--- src/rtl/vga_frame_renderer.sv ---
// VGA renderer: 800x600@72 timing, per-frame geometry snapshot and a two-stage
// pixel pipeline producing RGB332 with sync aligned to the pixel data.

module vga_frame_renderer #(
    parameter int unsigned BALL_R    = 20,
    parameter int unsigned PLAT_H    = 8,
    parameter int unsigned HOR_SHIFT = 3,
    parameter logic [7:0]  COL_BG    = 8'b000_000_10,
    parameter logic [7:0]  COL_OVER  = 8'b111_000_00,
    parameter logic [7:0]  COL_PLAT  = 8'b000_111_00,
    parameter logic [7:0]  COL_BALL  = 8'b111_111_00,
    parameter int unsigned H_VIS     = 800,
    parameter int unsigned H_FRONT   = 56,
    parameter int unsigned H_SYNC    = 120,
    parameter int unsigned H_BACK    = 64,
    parameter int unsigned V_VIS     = 600,
    parameter int unsigned V_FRONT   = 37,
    parameter int unsigned V_SYNC    = 6,
    parameter int unsigned V_BACK    = 23
) (
    input  logic       clk,
    input  logic       rst,
    input  logic [9:0] ball_ver,
    input  logic [6:0] ball_hor,
    input  logic [7:0] platform0_ver,
    input  logic [6:0] platform0_hor,
    input  logic [5:0] platform0_width,
    input  logic [6:0] platform1_ver,
    input  logic [6:0] platform1_hor,
    input  logic [4:0] platform1_width,
    input  logic [5:0] platform2_ver,
    input  logic [6:0] platform2_hor,
    input  logic [4:0] platform2_width,
    input  logic [4:0] platform3_ver,
    input  logic [6:0] platform3_hor,
    input  logic [4:0] platform3_width,
    input  logic [7:0] out_platform_ver,
    input  logic [6:0] out_platform_hor,
    input  logic [5:0] out_platform_width,
    input  logic       over,
    output logic       hsync,
    output logic       vsync,
    output logic [7:0] rgb,
    output logic       frame_tick
);

    localparam int unsigned HTotal = H_VIS + H_FRONT + H_SYNC + H_BACK;
    localparam int unsigned VTotal = V_VIS + V_FRONT + V_SYNC + V_BACK;

    localparam logic [10:0] HLast      = 11'(HTotal - 1);
    localparam logic [10:0] HVis       = 11'(H_VIS);
    localparam logic [10:0] HSyncStart = 11'(H_VIS + H_FRONT);
    localparam logic [10:0] HSyncEnd   = 11'(H_VIS + H_FRONT + H_SYNC);
    localparam logic [9:0]  VLast      = 10'(VTotal - 1);
    localparam logic [9:0]  VVis       = 10'(V_VIS);
    localparam logic [9:0]  VSyncStart = 10'(V_VIS + V_FRONT);
    localparam logic [9:0]  VSyncEnd   = 10'(V_VIS + V_FRONT + V_SYNC);

    localparam logic signed [11:0] BallR   = 12'(BALL_R);
    localparam logic signed [11:0] PlatBot = 12'(PLAT_H - 1);
    localparam logic signed [11:0] XMax    = 12'(H_VIS - 1);
    localparam logic signed [11:0] Zero    = 12'sd0;

    logic [10:0] h_cnt_q, h_cnt_d;
    logic [9:0]  v_cnt_q, v_cnt_d;
    logic        snap_en;

    logic            over_q, over_d;
    logic [9:0]      ball_ver_q, ball_ver_d;
    logic [6:0]      ball_hor_q, ball_hor_d;
    logic [4:0][7:0] plat_ver_q, plat_ver_d, plat_ver_in;
    logic [4:0][6:0] plat_hor_q, plat_hor_d, plat_hor_in;
    logic [4:0][5:0] plat_wid_q, plat_wid_d, plat_wid_in;

    logic frame_tick_q, frame_tick_d;
    logic vis_q, vis_d, ball_hit_q, ball_hit_d, plat_hit_q, plat_hit_d;
    logic hs1_q, hs1_d, vs1_q, vs1_d;
    logic [7:0] rgb_q, rgb_d;
    logic hsync_q, hsync_d, vsync_q, vsync_d;

    logic signed [11:0] px, py, bx, by;

    // Platform rows are in units of 4 px; x bounds are clipped to the visible line.
    function automatic logic plat_covers(input logic signed [11:0] x,
                                         input logic signed [11:0] y,
                                         input logic [7:0] ver,
                                         input logic [6:0] hor,
                                         input logic [5:0] wid);
        logic signed [11:0] top, left, right;
        top   = signed'(12'(ver) << 2);
        left  = (signed'(12'(hor)) - signed'(12'(wid))) <<< HOR_SHIFT;
        right = (signed'(12'(hor)) + signed'(12'(wid))) <<< HOR_SHIFT;
        if (left < Zero) left = Zero;
        if (right > XMax) right = XMax;
        return (y >= top) && (y <= top + PlatBot) && (x >= left) && (x <= right);
    endfunction

    always_comb begin
        plat_ver_in[0] = platform0_ver;
        plat_ver_in[1] = {1'b0, platform1_ver};
        plat_ver_in[2] = {2'b0, platform2_ver};
        plat_ver_in[3] = {3'b0, platform3_ver};
        plat_ver_in[4] = out_platform_ver;
        plat_hor_in[0] = platform0_hor;
        plat_hor_in[1] = platform1_hor;
        plat_hor_in[2] = platform2_hor;
        plat_hor_in[3] = platform3_hor;
        plat_hor_in[4] = out_platform_hor;
        plat_wid_in[0] = platform0_width;
        plat_wid_in[1] = {1'b0, platform1_width};
        plat_wid_in[2] = {1'b0, platform2_width};
        plat_wid_in[3] = {1'b0, platform3_width};
        plat_wid_in[4] = out_platform_width;
    end

    always_comb begin
        h_cnt_d = h_cnt_q + 11'd1;
        v_cnt_d = v_cnt_q;
        if (h_cnt_q == HLast) begin
            h_cnt_d = '0;
            v_cnt_d = (v_cnt_q == VLast) ? '0 : v_cnt_q + 10'd1;
        end
    end

    // Geometry is latched once per frame at the start of vertical blanking.
    assign snap_en = (h_cnt_q == '0) && (v_cnt_q == VVis);

    always_comb begin
        over_d       = snap_en ? over        : over_q;
        ball_ver_d   = snap_en ? ball_ver    : ball_ver_q;
        ball_hor_d   = snap_en ? ball_hor    : ball_hor_q;
        plat_ver_d   = snap_en ? plat_ver_in : plat_ver_q;
        plat_hor_d   = snap_en ? plat_hor_in : plat_hor_q;
        plat_wid_d   = snap_en ? plat_wid_in : plat_wid_q;
        frame_tick_d = snap_en;
    end

    assign px = signed'({1'b0, h_cnt_q});
    assign py = signed'({2'b0, v_cnt_q});
    assign bx = signed'(12'(ball_hor_q)) <<< HOR_SHIFT;
    assign by = signed'({2'b0, ball_ver_q});

    always_comb begin
        vis_d      = (h_cnt_q < HVis) && (v_cnt_q < VVis);
        ball_hit_d = (px >= bx - BallR) && (px <= bx + BallR) &&
                     (py >= by - BallR) && (py <= by + BallR);
        plat_hit_d = 1'b0;
        for (int i = 0; i < 5; i++) begin
            plat_hit_d = plat_hit_d |
                         plat_covers(px, py, plat_ver_q[i], plat_hor_q[i], plat_wid_q[i]);
        end
        hs1_d = (h_cnt_q >= HSyncStart) && (h_cnt_q < HSyncEnd);
        vs1_d = (v_cnt_q >= VSyncStart) && (v_cnt_q < VSyncEnd);
    end

    always_comb begin
        if (!vis_q) begin
            rgb_d = 8'h00;
        end else if (ball_hit_q) begin
            rgb_d = COL_BALL;
        end else if (plat_hit_q) begin
            rgb_d = COL_PLAT;
        end else begin
            rgb_d = over_q ? COL_OVER : COL_BG;
        end
        hsync_d = hs1_q;
        vsync_d = vs1_q;
    end

    always_ff @(posedge clk or negedge rst) begin
        if (!rst) begin
            h_cnt_q      <= '0;
            v_cnt_q      <= '0;
            over_q       <= 1'b0;
            ball_ver_q   <= '0;
            ball_hor_q   <= '0;
            plat_ver_q   <= '0;
            plat_hor_q   <= '0;
            plat_wid_q   <= '0;
            frame_tick_q <= 1'b0;
            vis_q        <= 1'b0;
            ball_hit_q   <= 1'b0;
            plat_hit_q   <= 1'b0;
            hs1_q        <= 1'b0;
            vs1_q        <= 1'b0;
            rgb_q        <= '0;
            hsync_q      <= 1'b0;
            vsync_q      <= 1'b0;
        end else begin
            h_cnt_q      <= h_cnt_d;
            v_cnt_q      <= v_cnt_d;
            over_q       <= over_d;
            ball_ver_q   <= ball_ver_d;
            ball_hor_q   <= ball_hor_d;
            plat_ver_q   <= plat_ver_d;
            plat_hor_q   <= plat_hor_d;
            plat_wid_q   <= plat_wid_d;
            frame_tick_q <= frame_tick_d;
            vis_q        <= vis_d;
            ball_hit_q   <= ball_hit_d;
            plat_hit_q   <= plat_hit_d;
            hs1_q        <= hs1_d;
            vs1_q        <= vs1_d;
            rgb_q        <= rgb_d;
            hsync_q      <= hsync_d;
            vsync_q      <= vsync_d;
        end
    end

    assign rgb        = rgb_q;
    assign hsync      = hsync_q;
    assign vsync      = vsync_q;
    assign frame_tick = frame_tick_q;

endmodule

--- config.mk ---
export PLATFORM = sky130hd
export DESIGN_NAME = vga_frame_renderer
export DESIGN_NICKNAME = d
export VERILOG_FILES = /design/src/rtl/vga_frame_renderer.sv
export SDC_FILE = /design/constraint.sdc
export NUM_CORES = 1
export LEC_CHECK = 0
export ABC_AREA = 1
export BUFFER_PORTS_ARGS = -buffer_cell sky130_fd_sc_hd__buf_2
export CAP_MARGIN = 15
export CORE_ASPECT_RATIO = 1.25
export CORE_UTILIZATION = 57
export CTS_BUF_LIST = sky130_fd_sc_hd__clkbuf_4 sky130_fd_sc_hd__clkbuf_8
export DETAILED_ROUTE_END_ITERATION = 10
export MAX_ROUTING_LAYER = met4
export PLACE_DENSITY = 0.8
export REMOVE_ABC_BUFFERS = 1
export SETUP_SLACK_MARGIN = 0.1
export SLEW_MARGIN = 20
export SYNTH_ARGS = -nofsm -noshare
export SYNTH_HDL_FRONTEND = slang
export SYNTH_SLANG_ARGS = --single-unit
export TNS_END_PERCENT = 10
--- constraint.sdc ---
create_clock -name clk -period 6.35 [get_ports clk]
set_input_delay 0.3175 -clock clk [delete_from_list [all_inputs] [get_ports clk]]
set_output_delay 0.3175 -clock clk [all_outputs]
set_load 0.02 [all_outputs]
==> out/results.ini, run 1 <==
[critical_path]
worst-setup-path-type = flop to flop
crit_start = plat_wid_q[0]
cp_slowest_cell = fa_1
cp.required_ns = 6.73
cpLargestDelayFamily = simple AND/OR/NAND/NOR gates
worstRegToRegCells = 22
reg2reg_to = plat_hit_q
cp.arrival_ns = 3.63
r2r-start = plat_wid_q[0]
cp_common_cell = nand2_1
cp_cell_sequence = ha_1 -> inv_1 -> fa_1 -> inv_1 -> nand3_1 -> nand2_1 -> xor2_1 -> nand3b_1 -> nand3_1 -> nand2_1 -> inv_1 -> nand2_1 -> ha_1 -> nand2_1 -> nor2_1 -> nand3_1 -> nand3_1 -> nand2_1 -> nand3_1 -> nor2_1 -> nor2_1 -> nand2_1
r2r_setup_slack_ns = 3.10
slowest_delay_ns = 0.41
crit_fanout = 5
crit_buf_inv = 3
critPathLaunchType = flop
endpoint_kind = flop

[cells_and_area]
seq_area_sq_mm = 0.00365
fin_util_pct = 63.7
diodes = 0
drive_gt1_share_pct = 8.62
layout-area-overhead-vs-synth_pct = 8.82
multi_input_area_sq_mm = 0.00950
fin_nets = 2524
num-fill-cells = 2242

[yosys]
synthXorXnorAreaFrac_pct = 4.29
synth_top_family_by_area = simple AND/OR/NAND/NOR gates
synth-edff-count = 0
synth-simple-area-share_pct = 27.5
ys_top_cells_by_area = dfrtp_1 (25%), ha_1 (23%), nand2_1 (14%)
yosys_register_bits = 146
syn_area_sq_mm = 0.0145
yosysTopAreaCell = dfrtp_1
synth_top_area_share_pct = 25.2
seq_area_frac_synth_pct = 25.2
synth_ff_type = dfrtp_1
yosysMostFrequentCell = nand2_1
synth_compound_area_share_pct = 9.64
syn_inst = 2018
synthAdderAreaFrac_pct = 24.0
synth_cell_type_count = 44
ys.warnings.count = 0
synth_common_cells = nand2_1 (535), inv_1 (281), ha_1 (262)
syn_avg_cell_area_sq_um = 7.18
synth_mux_area_share_pct = 0
synthArstFlopShare_pct = 100

[pwr]
seqPwrFrac_pct = 52.2
power.density_mw_per_mm2 = 113
leakagePower_nw = 8.57
comb_power_share_pct = 3.2
switching_power_w = 0.000411
peakVddDrop_v = 0.000117
switching_share_pct = 23.1
clkPwrFrac_pct = 44.6
p_int_w = 0.00137

[timing]
final_hold_viol_count = 0
rsz0062_at_grt = false
clock.fmax_mhz = 307
setup_viol = 0
finalWorstPathRequiredPeriod_ns = 3.25
post-route-period-util_pct = 51.2
worst_pin_slew_ns = 0.959
slew_violations = 0
fin_setup_tns_ns = 0
fin_skew_ns = 0.0107
timing.slew.headroom_pct = 35.5

[cts]
cts_made_buffers = 17
htreeDepth = 4
clkSlewWorstSetupHoldPaths_ns = 0.08
cts_tree = done
cts.repair.resized = 0
cts_max_path_buffers = 2
clkLatencyLatePin_ns = 0.49
cts_root_buf = clkbuf_8
clock_sinks = 146

[placement]
io_buffers = 125
dp_hpwl_um = 26300
gp_congestion = 0.954

[detailed_routing]
first_iter_violations = 768
postRouteAntennaNets = 0
vias_per_cell = 5.41
drc = 0
dr.pass1.iters = 5
wl_per_cell_um = 14.1
routed_wl_um = 35000
vias = 13410

[floorplanning]
dieHeight_um = 180
std_cell_rows = 64
core_region_area_sq_mm = 0.0247
die_x_um = 145
start_util_pct = 58.5
ios = 127
dieArea_sq_mm = 0.0260

[grt]
grt_pass1_vias = 12973
grt_use_total_pct = 29.2
grt-ovfl-total = 0
grt_max_degree = 92
antenna_found_initial = 0
grt_pass1_wl_um = 59000

[outcome]
status = complete, no violations

[hold_path]
hold_class = input pin to flop
min_path_cells = 3
holdPathEnd = plat_hor_q[9]
hold_start = platform1_hor[2]

[run]
drv_cap = 0

==> placed cells by master, fill, tap and decap left out, types with 6 or more instances in the layout <==
cell and n:
a21o_1 12, nand4_1 39, clkbuf_8 20, nand3_1 138
nor3_1 29, ha_1 262, or2_2 14, a21oi_1 97
o21ai_1 55, inv_1 281, xnor2_1 8, nand2_1 535
o21a_1 8, nand3b_1 8, nor2_1 168, xor2_1 63
o21ai_0 60, buf_2 124, conb_1 6, fa_1 10
dfrtp_1 146
==> kinds of logic (layout without fill, tap and decap cells) <==
| logic type | Yosys count | count (layout) |
|---|---|---|
| xor+xnor | 71 | 71 |
| simple gates | 947 | 947 |
| fa+ha+maj | 272 | 272 |
| buf+inv | 324 | 449 |
| other cells | 2 | 6 |
| compound gates | 256 | 256 |
| flops | 146 | 146 |
==> through the flow <==
step / instance area (sq um) / setup WS [ns] / hold WS [ns] / total power [W] / std cells
floorplan: 14200 / 3.00 / 0.0219 / 0.000950 / 1986
global placement: 15300 / 3.16 / 0.343 / 0.00100 / 2445
detailed placement: 15300 / 3.09 / 0.340 / 0.00100 / 2445
CTS: 15800 / 3.07 / 0.00118 / 0.00180 / 2477
global route: 15800 / 2.76 / 0.00562 / 0.00184 / 2477
finish: 15800 / 3.10 / 0.0221 / 0.00178 / 2477
==> flip-flops by register name, summed over array words and instances (netlist names), 3 cells and up <==
register,count
plat_hor_q,35
ball_ver_q,10
v_cnt_q,10
ball_hor_q,7
plat_ver_q,34
rgb,3
h_cnt_q,11
plat_wid_q,27
==> per-layer routing <==
| layer | track usage [%] | up-vias | wire length (um) |
|---|---|---|---|
| met5 | - | - | 0 |
| li1 | - | 6797 | - |
| met3 | 3.69 | 84 | 1440 |
| met4 | 11.1 | 0 | 1070 |
| met2 | 49.9 | 342 | 17400 |
| met1 | 34.5 | 6187 | 15100 |
==> worst max path at each step <==
stage                     to  slack [ns]  cells past startpoint
2_1_floorplan  ball_ver_q[1]        3.00                      6
3_3_place_gp      plat_hit_q        3.16                     25
3_5_place_dp      plat_hit_q        3.09                     22
4_1_cts           plat_hit_q        3.07                     22
5_1_grt           plat_hit_q        2.76                     24
6_report          plat_hit_q        3.10                     22
==> power groups by stage <==
stage	Clock, W	Sequential (W)	Combinational, W
final	0.000793	0.000929	0.0000573
after CTS	0.000808	0.000929	0.0000590
after global routing	0.000850	0.000929	0.0000656
after detailed placement	0	0.000947	0.0000574
after floorplan	0	0.000948	0.00000217
after global placement	0	0.000947	0.0000565
==> worst min-delay path, stage by stage <==
cell and delay [ns]:
buf_2 0.07, nand2_1 0.04, nand2_1 0.04
==> cell type report <==
| class | instances | share of cell area, % |
|---|---|---|
| multi-input cells | 1552 | 60.3 |
| flip-flops and latches | 146 | 23.2 |
| inverters | 288 | 6.89 |
| repair buffers | 131 | 4.41 |
| well taps | 330 | 2.62 |
| clock buffers | 20 | 1.75 |
| clock inverters | 10 | 0.850 |
==> timing repair <==
| item | 4_1_cts | 5_1_grt |
|---|---|---|
| buffers inserted | 0 | 0 |
| hold buffers | 2 | 0 |
| setup endpoints to repair | 0 | 0 |
| hold endpoints to repair | 85 | 0 |
Power figures use the tool's default switching activity.
==> run 2: changes to the inputs <==
Settings changed: PLACE_DENSITY 0.8 to 0.83.
Clock period 6.35 ns to 2.88 ns, I/O delays scaled along.
==> run 2 against run 1 <==
  * The run now ends with setup timing left
  * Clock-buffer cell count decreased by 2
  * Core utilization is 8.7 points higher
  * Clock skew rose by 0.0066 ns
  * Non-clock buffer count rose by 211
  * First-iteration DRC count is 6.8% higher
  * Worst setup slack got worse by 3.3 ns
  * Worst hold slack better by 0.11 ns
  * Critical endpoint unchanged
  * Register-to-register slack worse by 3.3 ns
  * Cell count grew 8.6%
  * Via count increased by 7.7%
  * Largest cell class unchanged
==> out/results.ini, run 2 (synthesis results as in run 1) <==
[outcome]
status = finished with violations
violations = setup timing

[cells_and_area]
seq_area_sq_mm = 0.00365
largestRegisters = plat_hor_q: 35 flops, plat_ver_q: 34 flops, plat_wid_q: 27 flops
drive_gt1_share_pct = 14.5
layout_commonest_cell = nand2_1
largest-register = plat_hor_q
num-fill-cells = 1936
diodes = 0
fin_nets = 2735
largest_register_ffs = 35
final_cell_mix = nand2_1 (522), inv_1 (270), ha_1 (249)
layout-area-overhead-vs-synth_pct = 23.7
multi_input_area_sq_mm = 0.00975
layout.cells.non_filler = 2690

[floorplanning]
std_cell_rows = 64
start_util_pct = 58.5
ios = 127
die_x_um = 145
core_region_area_sq_mm = 0.0247
dieArea_sq_mm = 0.0260
dieHeight_um = 180

[timing]
worst_pin_slew_ns = 0.778
finalWorstPathRequiredPeriod_ns = 3.09
setup_ws_ns = -0.207
post-route-period-util_pct = 107
rsz0062_at_grt = true
fin_setup_tns_ns = -0.207
timing.slew.headroom_pct = 48.1
setup_viol = 1
final_hold_viol_count = 0
fin_skew_ns = 0.0173
clock.fmax_mhz = 324
finalHoldWorstSlack_ns = 0.137
slew_violations = 0

[detailed_routing]
first_iter_violations = 820
postRouteAntennaNets = 0
drc = 0
vias = 14449
met1_length_um = 15400
wl_met2_um = 19900
routed_wl_um = 38300
wl_met3_um = 1660
top_layer_used = met4
wl_per_cell_um = 14.2
dr.pass1.iters = 6
vias_per_cell = 5.37

[pwr]
switching_power_w = 0.000962
comb_power_share_pct = 6.2
switching_share_pct = 23.9
power.density_mw_per_mm2 = 225
leakagePower_nw = 9.50
peakVddDrop_v = 0.000250
clkPwrFrac_pct = 43.0
p_int_w = 0.00307
seqPwrFrac_pct = 50.8

[placement]
dpl_worst_slack_ns = -0.343
dp_hpwl_um = 27400
gp_congestion = 0.918
dp.cells = 2534
io_buffers = 125

[cts]
cts_tree = done
cts_made_buffers = 17
htreeDepth = 4
cts_root_buf = clkbuf_8
clkLatencyLatePin_ns = 0.48
cts_max_path_buffers = 2
clkSlewWorstSetupHoldPaths_ns = 0.09
clock_sinks = 146

[critical_path]
cp.required_ns = 3.26
reg2reg_to = plat_hit_q
r2r_setup_slack_ns = -0.21
critPathLaunchType = flop
crit_fanout = 4
r2r-start = plat_wid_q[6]
cp.arrival_ns = 3.46
worstRegToRegCells = 24
worst-setup-path-type = flop to flop
endpoint_kind = flop

[grt]
grt_max_degree = 91
grt_use_total_pct = 30.5
grt-ovfl-total = 0
grt_pass1_wl_um = 62400
antenna_found_initial = 0
grt_pass1_vias = 14474

[hold_path]
hold_class = input pin to async pin

[run]
drv_cap = 0

==> run 2: changes by cell type in the layout (fill, tap and decap cells not counted), moves of 11 or more <==
cell	change
buf_4	+94
dlygate4sd3_1	+113
ha_1	-13
inv_1	-11
nand2_1	-13
nand2_2	+11
==> run 2: metrics by stage <==
step | utilization [%] | instance area, sq um | total power (W)
final | 72.4 | 17900 | 0.00403
after global routing | 72.4 | 17900 | 0.00417
after CTS | 71.3 | 17600 | 0.00405
after detailed placement | 64.8 | 16000 | 0.00222
after global placement | 64.8 | 16000 | 0.00222
after floorplan | - | 14200 | 0.00209
==> run 2: worst max-delay path by stage <==
stage	slack (ns)	start	cells after the start	endpoint
5_1_grt	-0.39	plat_wid_q[9]	23	plat_hit_q
4_1_cts	-0.15	plat_hor_q[23]	19	plat_hit_q
6_report	-0.21	plat_wid_q[6]	24	plat_hit_q
3_5_place_dp	-0.34	plat_wid_q[6]	24	plat_hit_q
2_1_floorplan	-0.47	h_cnt_q[10]	6	ball_ver_q[1]
3_3_place_gp	-0.25	plat_hor_q[7]	24	plat_hit_q
==> run 2: power groups by stage <==
stage          sequential, W  combinational [W]  clock (W)
3_5_place_dp         0.00209           0.000129          0
5_1_grt              0.00205           0.000278    0.00184
3_3_place_gp         0.00209           0.000127          0
4_1_cts              0.00205           0.000248    0.00176
6_report             0.00205           0.000251    0.00173
2_1_floorplan        0.00209         0.00000478          0
==> run 2: repair_timing <==
item                                    4_1_cts  5_1_grt
resized for setup                            11       58
hold endpoints to repair                    170        0
hold buffers                                115        0
pin swaps                                     1       22
buffers inserted                              3        6
endpoints found under the setup margin        1        1
==> run 2: worst max-delay path, cell delays in order (launching register included) <==
cell and delay, ns:
dfrtp_1 0.36, ha_2 0.19, inv_2 0.04, fa_2 0.41, inv_2 0.09, nand2_2 0.06
nand2_2 0.08, xor2_2 0.16, nand3b_1 0.11, nand3_2 0.08, nand2_2 0.08, inv_4 0.10
nand2_4 0.06, ha_4 0.28, nand2_1 0.07, inv_2 0.07, nand2_1 0.05, nor2_1 0.10
nand2_1 0.07, nand3_2 0.06, nand2_2 0.07, nand4_1 0.07, nand2_1 0.08, nor2_2 0.15
nand2_1 0.08
==> run 2: final cells by class <==
type                       count  area share, %
clock buffer                  18           1.35
clock inverter                14          0.915
inverter                     288           6.08
multi-input combinational   1552           54.4
sequential                   146           20.4
tap                          330           2.31
timing repair buffer         342           14.5
==> run 2: per-layer routing <==
| metal | vias to the layer above | track usage, % |
|---|---|---|
| li1 | 7234 | - |
| met1 | 6694 | 32.9 |
| met2 | 401 | 54.5 |
| met3 | 120 | 3.72 |
| met4 | 0 | 14.5 |
| met5 | - | - |
